[src/rtl/lap_stopwatch_pkg.sv]
// Shared constants for the lap stopwatch: FSM encoding, default field moduli, width helper.
// Latency: n/a (declarations only).
// Backpressure: n/a.
package stopwatch_pkg;

    localparam logic [1:0] IDLE = 2'b00;
    localparam logic [1:0] RUN  = 2'b01;
    localparam logic [1:0] STOP = 2'b10;

    typedef enum logic [1:0] {
        S_IDLE = IDLE,
        S_RUN  = RUN,
        S_STOP = STOP
    } state_t;

    localparam int DEF_TICK_DIV  = 1_000_000;
    localparam int DEF_MSEC_MAX  = 100;
    localparam int DEF_SEC_MAX   = 60;
    localparam int DEF_MIN_MAX   = 60;
    localparam int DEF_HOUR_MAX  = 24;
    localparam int DEF_LAP_DEPTH = 8;

    // Bits needed for a field counting 0..max_v-1 (never narrower than 1).
    function automatic int field_w(input int max_v);
        return (max_v > 1) ? $clog2(max_v) : 1;
    endfunction

endpackage

[src/rtl/lap_stopwatch_if.sv]
// Button-pulse inputs and display/status outputs of the lap stopwatch, bundled as one port.
// Latency: n/a (wires only).
// Backpressure: none; inputs are single-cycle pulses plus the i_lock level.
// Ports: master drives i_run_stop/i_clear/i_lap/i_view/i_lock and observes the display;
//        slave (the stopwatch) consumes the pulses and drives msec/sec/min/hour and o_* status.
interface lap_stopwatch_if
    import stopwatch_pkg::*;
#(
    parameter int MSEC_MAX  = DEF_MSEC_MAX,
    parameter int SEC_MAX   = DEF_SEC_MAX,
    parameter int MIN_MAX   = DEF_MIN_MAX,
    parameter int HOUR_MAX  = DEF_HOUR_MAX,
    parameter int LAP_DEPTH = DEF_LAP_DEPTH
);
    logic                               i_run_stop;
    logic                               i_clear;
    logic                               i_lap;
    logic                               i_view;
    logic                               i_lock;
    logic [field_w(MSEC_MAX)-1:0]       msec;
    logic [field_w(SEC_MAX)-1:0]        sec;
    logic [field_w(MIN_MAX)-1:0]        min;
    logic [field_w(HOUR_MAX)-1:0]       hour;
    logic                               o_running;
    logic                               o_view_lap;
    logic [field_w(LAP_DEPTH)-1:0]      o_lap_idx;
    logic [$clog2(LAP_DEPTH+1)-1:0]     o_lap_count;
    logic                               o_lap_full;
    logic                               o_wrap;

    modport master (
        output i_run_stop, i_clear, i_lap, i_view, i_lock,
        input  msec, sec, min, hour, o_running, o_view_lap, o_lap_idx,
               o_lap_count, o_lap_full, o_wrap
    );

    modport slave (
        input  i_run_stop, i_clear, i_lap, i_view, i_lock,
        output msec, sec, min, hour, o_running, o_view_lap, o_lap_idx,
               o_lap_count, o_lap_full, o_wrap
    );
endinterface

[src/rtl/lap_stopwatch_cascade.sv]
// Prescaled centisecond/second/minute/hour cascade counter with full-scale wrap pulse.
// Latency: fields and wrap update one clk after the tick or clear that causes them.
// Backpressure: none; run gates counting, clear zeroes everything synchronously.
// Ports: clk, reset (async, active-high), run, clear -> msec, sec, min, hour, wrap.
module time_cascade_counter
    import stopwatch_pkg::*;
#(
    parameter int TICK_DIV = DEF_TICK_DIV,
    parameter int MSEC_MAX = DEF_MSEC_MAX,
    parameter int SEC_MAX  = DEF_SEC_MAX,
    parameter int MIN_MAX  = DEF_MIN_MAX,
    parameter int HOUR_MAX = DEF_HOUR_MAX
)(
    input  logic                          clk,
    input  logic                          reset,
    input  logic                          run,
    input  logic                          clear,
    output logic [field_w(MSEC_MAX)-1:0]  msec,
    output logic [field_w(SEC_MAX)-1:0]   sec,
    output logic [field_w(MIN_MAX)-1:0]   min,
    output logic [field_w(HOUR_MAX)-1:0]  hour,
    output logic                          wrap
);
    localparam int W_MS = field_w(MSEC_MAX);
    localparam int W_S  = field_w(SEC_MAX);
    localparam int W_M  = field_w(MIN_MAX);
    localparam int W_H  = field_w(HOUR_MAX);
    localparam int W_P  = field_w(TICK_DIV);

    logic [W_P-1:0] presc;
    logic           tick;
    logic           ms_end, s_end, m_end, h_end;

    assign tick   = presc == W_P'(TICK_DIV - 1);
    assign ms_end = msec == W_MS'(MSEC_MAX - 1);
    assign s_end  = sec  == W_S'(SEC_MAX - 1);
    assign m_end  = min  == W_M'(MIN_MAX - 1);
    assign h_end  = hour == W_H'(HOUR_MAX - 1);

    always_ff @(posedge clk or posedge reset) begin
        if (reset) begin
            presc <= '0;
            msec  <= '0;
            sec   <= '0;
            min   <= '0;
            hour  <= '0;
            wrap  <= 1'b0;
        end else begin
            wrap <= 1'b0;
            if (clear) begin
                presc <= '0;
                msec  <= '0;
                sec   <= '0;
                min   <= '0;
                hour  <= '0;
            end else if (run) begin
                if (!tick) begin
                    presc <= presc + 1'b1;
                end else begin
                    presc <= '0;
                    if (!ms_end) begin
                        msec <= msec + 1'b1;
                    end else begin
                        msec <= '0;
                        if (!s_end) begin
                            sec <= sec + 1'b1;
                        end else begin
                            sec <= '0;
                            if (!m_end) begin
                                min <= min + 1'b1;
                            end else begin
                                min <= '0;
                                if (!h_end) begin
                                    hour <= hour + 1'b1;
                                end else begin
                                    // Full-scale rollover: all fields already zeroed above.
                                    hour <= '0;
                                    wrap <= 1'b1;
                                end
                            end
                        end
                    end
                end
            end
            // Not running: prescaler and fields hold (STOP keeps the partial tick).
        end
    end
endmodule

[src/rtl/lap_stopwatch.sv]
// Stopwatch with run/stop/clear FSM, LAP_DEPTH lap register file and a browsable display source.
// Latency: control/lap/view effects one clk after the pulse; display mux is combinational from registers.
// Backpressure: none; pulses are dropped when locked, in the wrong state, or (laps) when full.
// Ports: clk, reset (async, active-high), sw (lap_stopwatch_if.slave: button pulses in, display/status out).
module lap_stopwatch
    import stopwatch_pkg::*;
#(
    parameter int TICK_DIV  = DEF_TICK_DIV,
    parameter int MSEC_MAX  = DEF_MSEC_MAX,
    parameter int SEC_MAX   = DEF_SEC_MAX,
    parameter int MIN_MAX   = DEF_MIN_MAX,
    parameter int HOUR_MAX  = DEF_HOUR_MAX,
    parameter int LAP_DEPTH = DEF_LAP_DEPTH
)(
    input  logic           clk,
    input  logic           reset,
    lap_stopwatch_if.slave sw
);
    localparam int W_MS = field_w(MSEC_MAX);
    localparam int W_S  = field_w(SEC_MAX);
    localparam int W_M  = field_w(MIN_MAX);
    localparam int W_H  = field_w(HOUR_MAX);
    localparam int W_I  = field_w(LAP_DEPTH);
    localparam int W_C  = $clog2(LAP_DEPTH + 1);

    typedef struct packed {
        logic [W_H-1:0]  hour;
        logic [W_M-1:0]  min;
        logic [W_S-1:0]  sec;
        logic [W_MS-1:0] msec;
    } tval_t;

    state_t         state;
    logic           running;
    tval_t          live;
    tval_t          shown;
    tval_t          lap_mem [LAP_DEPTH];
    logic [W_C-1:0] lap_count;
    // 0 = live view, k = lap entry k-1.
    logic [W_C-1:0] view_ptr;
    logic [W_I-1:0] sel;
    logic           view_lap;
    logic           wrap;
    logic           do_toggle, do_clear, do_lap;

    assign do_toggle = sw.i_run_stop && !sw.i_lock;
    assign do_clear  = sw.i_clear && !sw.i_lock && (state != S_RUN);
    assign do_lap    = sw.i_lap && !sw.i_lock && (state == S_RUN) &&
                       (lap_count < W_C'(LAP_DEPTH));

    time_cascade_counter #(
        .TICK_DIV (TICK_DIV),
        .MSEC_MAX (MSEC_MAX),
        .SEC_MAX  (SEC_MAX),
        .MIN_MAX  (MIN_MAX),
        .HOUR_MAX (HOUR_MAX)
    ) u_cascade (
        .clk   (clk),
        .reset (reset),
        .run   (state == S_RUN),
        .clear (do_clear),
        .msec  (live.msec),
        .sec   (live.sec),
        .min   (live.min),
        .hour  (live.hour),
        .wrap  (wrap)
    );

    // Clear outranks run_stop, so a coincident pair in IDLE or STOP lands in IDLE.
    always_ff @(posedge clk or posedge reset) begin
        if (reset) begin
            state   <= S_IDLE;
            running <= 1'b0;
        end else begin
            case (state)
                S_IDLE: if (!do_clear && do_toggle) begin
                    state   <= S_RUN;
                    running <= 1'b1;
                end
                S_RUN: if (do_toggle) begin
                    state   <= S_STOP;
                    running <= 1'b0;
                end
                S_STOP: if (do_clear) begin
                    state   <= S_IDLE;
                    running <= 1'b0;
                end else if (do_toggle) begin
                    state   <= S_RUN;
                    running <= 1'b1;
                end
                default: begin
                    state   <= S_IDLE;
                    running <= 1'b0;
                end
            endcase
        end
    end

    // Lap capture takes the registered (pre-tick) time; view pulses are swallowed by a clear.
    always_ff @(posedge clk or posedge reset) begin
        if (reset) begin
            lap_count <= '0;
            view_ptr  <= '0;
            for (int i = 0; i < LAP_DEPTH; i++) lap_mem[i] <= '0;
        end else if (do_clear) begin
            lap_count <= '0;
            view_ptr  <= '0;
            for (int i = 0; i < LAP_DEPTH; i++) lap_mem[i] <= '0;
        end else begin
            if (do_lap) begin
                lap_mem[W_I'(lap_count)] <= live;
                lap_count                <= lap_count + 1'b1;
            end
            if (sw.i_view && (lap_count != '0)) begin
                view_ptr <= (view_ptr == lap_count) ? '0 : view_ptr + 1'b1;
            end
        end
    end

    assign view_lap = view_ptr != '0;
    assign sel      = view_lap ? W_I'(view_ptr - 1'b1) : '0;

    always_comb begin
        shown = live;
        if (view_lap) shown = lap_mem[sel];
    end

    assign sw.msec        = shown.msec;
    assign sw.sec         = shown.sec;
    assign sw.min         = shown.min;
    assign sw.hour        = shown.hour;
    assign sw.o_running   = running;
    assign sw.o_view_lap  = view_lap;
    assign sw.o_lap_idx   = sel;
    assign sw.o_lap_count = lap_count;
    assign sw.o_lap_full  = lap_count == W_C'(LAP_DEPTH);
    assign sw.o_wrap      = wrap;
endmodule
[src/flat_wrapper.sv]
// flat-port wrapper written by rule: the top's interface ports become plain ports
module lap_stopwatch_flat import stopwatch_pkg::*;
#(
    parameter int TICK_DIV  = DEF_TICK_DIV,
    parameter int MSEC_MAX  = DEF_MSEC_MAX,
    parameter int SEC_MAX   = DEF_SEC_MAX,
    parameter int MIN_MAX   = DEF_MIN_MAX,
    parameter int HOUR_MAX  = DEF_HOUR_MAX,
    parameter int LAP_DEPTH = DEF_LAP_DEPTH
)
  (clk, reset, sw_i_run_stop, sw_i_clear, sw_i_lap, sw_i_view, sw_i_lock, sw_msec, sw_sec, sw_min, sw_hour, sw_o_running, sw_o_view_lap, sw_o_lap_idx, sw_o_lap_count, sw_o_lap_full, sw_o_wrap);
  lap_stopwatch_if #(.MSEC_MAX(MSEC_MAX), .SEC_MAX(SEC_MAX), .MIN_MAX(MIN_MAX), .HOUR_MAX(HOUR_MAX), .LAP_DEPTH(LAP_DEPTH)) sw_i ();
  input  logic clk;
  input  logic reset;
  input wire logic [$bits(sw_i.i_run_stop)-1:0] sw_i_run_stop;
  input wire logic [$bits(sw_i.i_clear)-1:0] sw_i_clear;
  input wire logic [$bits(sw_i.i_lap)-1:0] sw_i_lap;
  input wire logic [$bits(sw_i.i_view)-1:0] sw_i_view;
  input wire logic [$bits(sw_i.i_lock)-1:0] sw_i_lock;
  output wire logic [$bits(sw_i.msec)-1:0] sw_msec;
  output wire logic [$bits(sw_i.sec)-1:0] sw_sec;
  output wire logic [$bits(sw_i.min)-1:0] sw_min;
  output wire logic [$bits(sw_i.hour)-1:0] sw_hour;
  output wire logic [$bits(sw_i.o_running)-1:0] sw_o_running;
  output wire logic [$bits(sw_i.o_view_lap)-1:0] sw_o_view_lap;
  output wire logic [$bits(sw_i.o_lap_idx)-1:0] sw_o_lap_idx;
  output wire logic [$bits(sw_i.o_lap_count)-1:0] sw_o_lap_count;
  output wire logic [$bits(sw_i.o_lap_full)-1:0] sw_o_lap_full;
  output wire logic [$bits(sw_i.o_wrap)-1:0] sw_o_wrap;
  assign sw_i.i_run_stop = sw_i_run_stop;
  assign sw_i.i_clear = sw_i_clear;
  assign sw_i.i_lap = sw_i_lap;
  assign sw_i.i_view = sw_i_view;
  assign sw_i.i_lock = sw_i_lock;
  assign sw_msec = sw_i.msec;
  assign sw_sec = sw_i.sec;
  assign sw_min = sw_i.min;
  assign sw_hour = sw_i.hour;
  assign sw_o_running = sw_i.o_running;
  assign sw_o_view_lap = sw_i.o_view_lap;
  assign sw_o_lap_idx = sw_i.o_lap_idx;
  assign sw_o_lap_count = sw_i.o_lap_count;
  assign sw_o_lap_full = sw_i.o_lap_full;
  assign sw_o_wrap = sw_i.o_wrap;
  lap_stopwatch #(.TICK_DIV(TICK_DIV), .MSEC_MAX(MSEC_MAX), .SEC_MAX(SEC_MAX), .MIN_MAX(MIN_MAX), .HOUR_MAX(HOUR_MAX), .LAP_DEPTH(LAP_DEPTH)) u_core (.clk(clk), .reset(reset), .sw(sw_i));
endmodule
[config.mk]
export PLATFORM = sky130hd
export DESIGN_NAME = lap_stopwatch_flat
export DESIGN_NICKNAME = d
export VERILOG_FILES = /design/src/rtl/lap_stopwatch_pkg.sv /design/src/rtl/lap_stopwatch_if.sv /design/src/rtl/lap_stopwatch_cascade.sv /design/src/rtl/lap_stopwatch.sv /design/src/flat_wrapper.sv
export SDC_FILE = /design/constraint.sdc
export NUM_CORES = 1
export LEC_CHECK = 0
export CORE_MARGIN = 3
export CORE_UTILIZATION = 60
export DETAILED_ROUTE_END_ITERATION = 6
export GPL_TIMING_DRIVEN = 0
export PLACE_DENSITY = 0.78
export SETUP_SLACK_MARGIN = 0.3
export SLEW_MARGIN = 20
export SYNTH_ARGS = -nofsm -noshare
export SYNTH_HDL_FRONTEND = slang
export SYNTH_HIERARCHICAL = 1
export SYNTH_SLANG_ARGS = --single-unit
export TNS_END_PERCENT = 50
[constraint.sdc]
create_clock -name clk -period 17.2 [get_ports clk]
set_input_delay 2.58 -clock clk [delete_from_list [all_inputs] [get_ports clk]]
set_output_delay 2.58 -clock clk [all_outputs]
set_load 0.005 [all_outputs]
==> flow_summary.toml <==
[drt]
dr_total_vias = 9840
remaining_drc_errors = 0
routed_wl_um = 34500
viasPerCell = 6.28
ant_nets = 0
routedWlPerCell_um = 22.0
drt_pre_antenna_iters = 6
drtIter0Drc = 984

[global_route]
grt_pass1_wl_um = 55000
track_usage = 0.294
antenna_found_initial = 0
grt_max_degree = 88
grt_remaining_overflow = 0
grt_pass1_vias = 9821

[placed_design]
place_ws_ps = 10110
dp_hpwl_um = 23000
gp_congestion = 0.862
port_buffers = 41
post_dp_cell_area_mm2 = 0.0137

[floorplanning]
core_mm2 = 0.0206
ioPinCount = 42
dieHeight_um = 152
die_w_um = 152
rows = 52
dieArea_mm2 = 0.0232
start_util = 0.624

[pwr]
power_density_mw_per_mm2 = 106
p_leak_nw = 6.83
p_total_w = 0.00156
ir_worst_vdd_mv = 0.0831

[clock_network]
cts_setup_buffers = 0
clock-sinks = 248
tritoncts = "done"
cts_root_buf = "clkbuf_16"
cts_buffers = 27
hold_buffers = 0
insertion_delay_ps = 540
clk_pin_slew_worst_paths_ps = 60
cts_resized = 0
cts_max_level = 1
cts_max_path_buffers = 3

[layout]
layout-drive-gt1-share = 0.113
areaGrowthSynthToFinish_pct = 13.6
antenna_cells = 0
stdcell_area_mm2 = 0.0146
nets = 1293

[sta]
setup_violations = 0
setup_slack_ps = 9390
fmax_mhz = 128
fin_worst_skew_ps = 13.5
slew_headroom = 0.230
hold_viol_final = 0
rsz0062_at_grt = "no"
period_minus_slack_ps = 7810
finalHoldWorstSlack_ps = 515
max_slew.worst_pin.slew_ps = 1150
finalSetupTns_ps = 0
slew_violations = 0
fin_crit_sh = 0.454

[setup_path]
start_kind = "flip-flop"
crit_type = "flip-flop to primary output"
cp_slowest_cell = "nor3b_2"
cp.required_ps = 14620
r2r_start = "u_core/state[0]"
cp-end-kind = "primary output"
reg2reg_to = "u_core/u_cascade/presc[18]"
critPathMaxFanout = 11
r2r_setup_slack_ps = 13590
ff2ff_path_depth = 10
slowest_delay_ps = 720
cp_cell_sequence = "inv_2 > buf_1 > clkbuf_1 > ha_1 > clkbuf_1 > nor3b_2 > clkbuf_1 > nand2_1 > a21boi_0 > clkdlybuf4s50_1"
cp.arrival_ps = 5230
cpMostUsedCell = "clkbuf_1"

[synthesis]
syn_area_mm2 = 0.0129
ys_seq_area_frac = 0.482
syn_inst = 1203
async_flop_share = 1.00
synth_nets = 1220
yosysUniqueCellTypes = 64
ys_dominant_reg_cell = "dfrtp_1"
synth-seq-cells = 248
avgSynthCellArea_um2 = 10.7
yosysWarnings = 6
synth-edff-count = 0

[min_path]
whs_path_depth = 2
hold_path.class = "flip-flop to flip-flop"
whs_endpoint = "u_core/lap_mem[138]"
min-delay-start = "u_core/lap_mem[138]"

[run]
cap_violations = 0

[status]
outcome = "finished clean"
routing by layer:
layer | share of wire | track usage | wire [um]
met1 | 0.42 | 0.414 | 14400
met2 | 0.47 | 0.477 | 16300
met3 | 0.080 | 0.0491 | 2760
met4 | 0.030 | 0.0861 | 1020
met5 | 0 | 0 | 0
synth_stat cells (4+ instances only):
cell       count  area, um^2
mux4_2        34         766
and3_1         5        31.3
o21a_1         4        30.0
and4_1         5        43.8
nand2_1       68         255
nand2b_1       6        37.5
nor3_1         6        30.0
o21ai_0       41         205
xnor2_1       15         131
mux2_2         5        56.3
buf_4          7        52.6
mux2i_1      202        2020
nor2_1       238         893
nand3b_1       4        30.0
nor4_4         5         106
clkbuf_1      62         233
a41oi_1        4        35.0
nand4_1       11        68.8
buf_2         19        95.1
inv_1         17        63.8
o31ai_1        5        37.5
or4_1          5        37.5
nand3_1       31         155
o211ai_1       9        67.6
o221ai_1       4        35.0
a22oi_1        8        60.1
ha_1          10         125
xor2_1        11        96.3
or2_2          5        31.3
buf_6          8        90.1
a21oi_1       27         135
nor2b_1        7        43.8
dfrtp_1      248        6210
or3_1          8        50.1
nor4_1         4        25.0
or4_4          4        45.0
o2111ai_1      4        35.0
layout by cell type, fill, tap and decap left out, drive strengths merged, types with 5 or more instances in the layout:
master,instances
dfrtp,248
nor2,238
mux2i,202
clkbuf,100
nand2,68
o21ai,42
buf,42
clkdlybuf4s50,41
mux4,34
nand3,31
a21oi,27
inv,20
xnor2,15
nand4,12
xor2,11
ha,10
nor4,10
o211ai,9
or4,9
a22oi,8
or3,8
nor2b,7
nand2b,6
nor3,6
clkinv,6
or2,5
o31ai,5
and4,5
mux2,5
and3,5
cells by family (layout without fill, tap and decap cells):
| kind of cell | count (synthesis) | in the layout | share of synthesized area |
|---|---|---|---|
| AND/OR/NAND/NOR | 428 | 428 | 0.159 |
| flip-flops | 248 | 248 | 0.482 |
| multiplexers | 241 | 241 | 0.221 |
| AO/OA/AOI/OAI | 129 | 129 | 0.0641 |
| buffers and inverters | 121 | 214 | 0.0464 |
| XOR/XNOR | 26 | 26 | 0.0177 |
| adder cells (fa/ha/maj) | 10 | 10 | 0.00972 |
worst max-delay path: cells and delay by family (launching register included):
family	cells	cell delay, ps
AND/OR/NAND/NOR	2	820
flip-flops	1	430
adder cells (fa/ha/maj)	1	280
buffers and inverters	6	2850
AO/OA/AOI/OAI	1	310
final cells by class:
type                       instances  area (um^2)
sequential                       248         6210
multi-input combinational        834         6060
fill                            1482         6010
clock buffer                      38          767
buffer                           101          522
timing repair buffer              44          493
tap                              270          338
clock inverter                    11          139
inverter                          20         82.6
stage by stage:
step / cells / utilization
2_1_floorplan: 1203 / -
3_3_place_gp: 1514 / 0.660
3_5_place_dp: 1517 / 0.664
4_1_cts: 1566 / 0.708
5_1_grt: 1566 / 0.708
6_report: 1566 / 0.708
worst max-delay path by stage:
stage / endpoint / startpoint / slack [ps]
after detailed placement: sw_hour[1] / u_core/view_ptr[0] / 10110
after CTS: sw_hour[1] / u_core/view_ptr[0] / 9460
after floorplan: u_core/lap_mem[0] / reset / 9080
after global placement: u_core/lap_mem[162] / reset / 6420
after global routing: sw_sec[1] / u_core/view_ptr[0] / 9210
final: sw_sec[1] / u_core/view_ptr[0] / 9390
power by group:
group	switching [W]	internal, W	leakage (nW)
combinational	0.000239	0.000125	2.93
clock	0.000235	0.000355	0.443
sequential	0.0000106	0.000591	3.46
sequential cells by signal (all words and copies together) (netlist names), 2 cells and up:
| name | count |
|---|---|
| u_core/u_cascade/min | 6 |
| u_core/u_cascade/msec | 7 |
| u_core/lap_mem | 192 |
| u_core/view_ptr | 4 |
| u_core/u_cascade/hour | 5 |
| u_core/u_cascade/sec | 6 |
| u_core/sw.o_lap_count | 4 |
| u_core/u_cascade/presc | 20 |
| u_core/state | 2 |
Power figures use the tool's default switching activity.
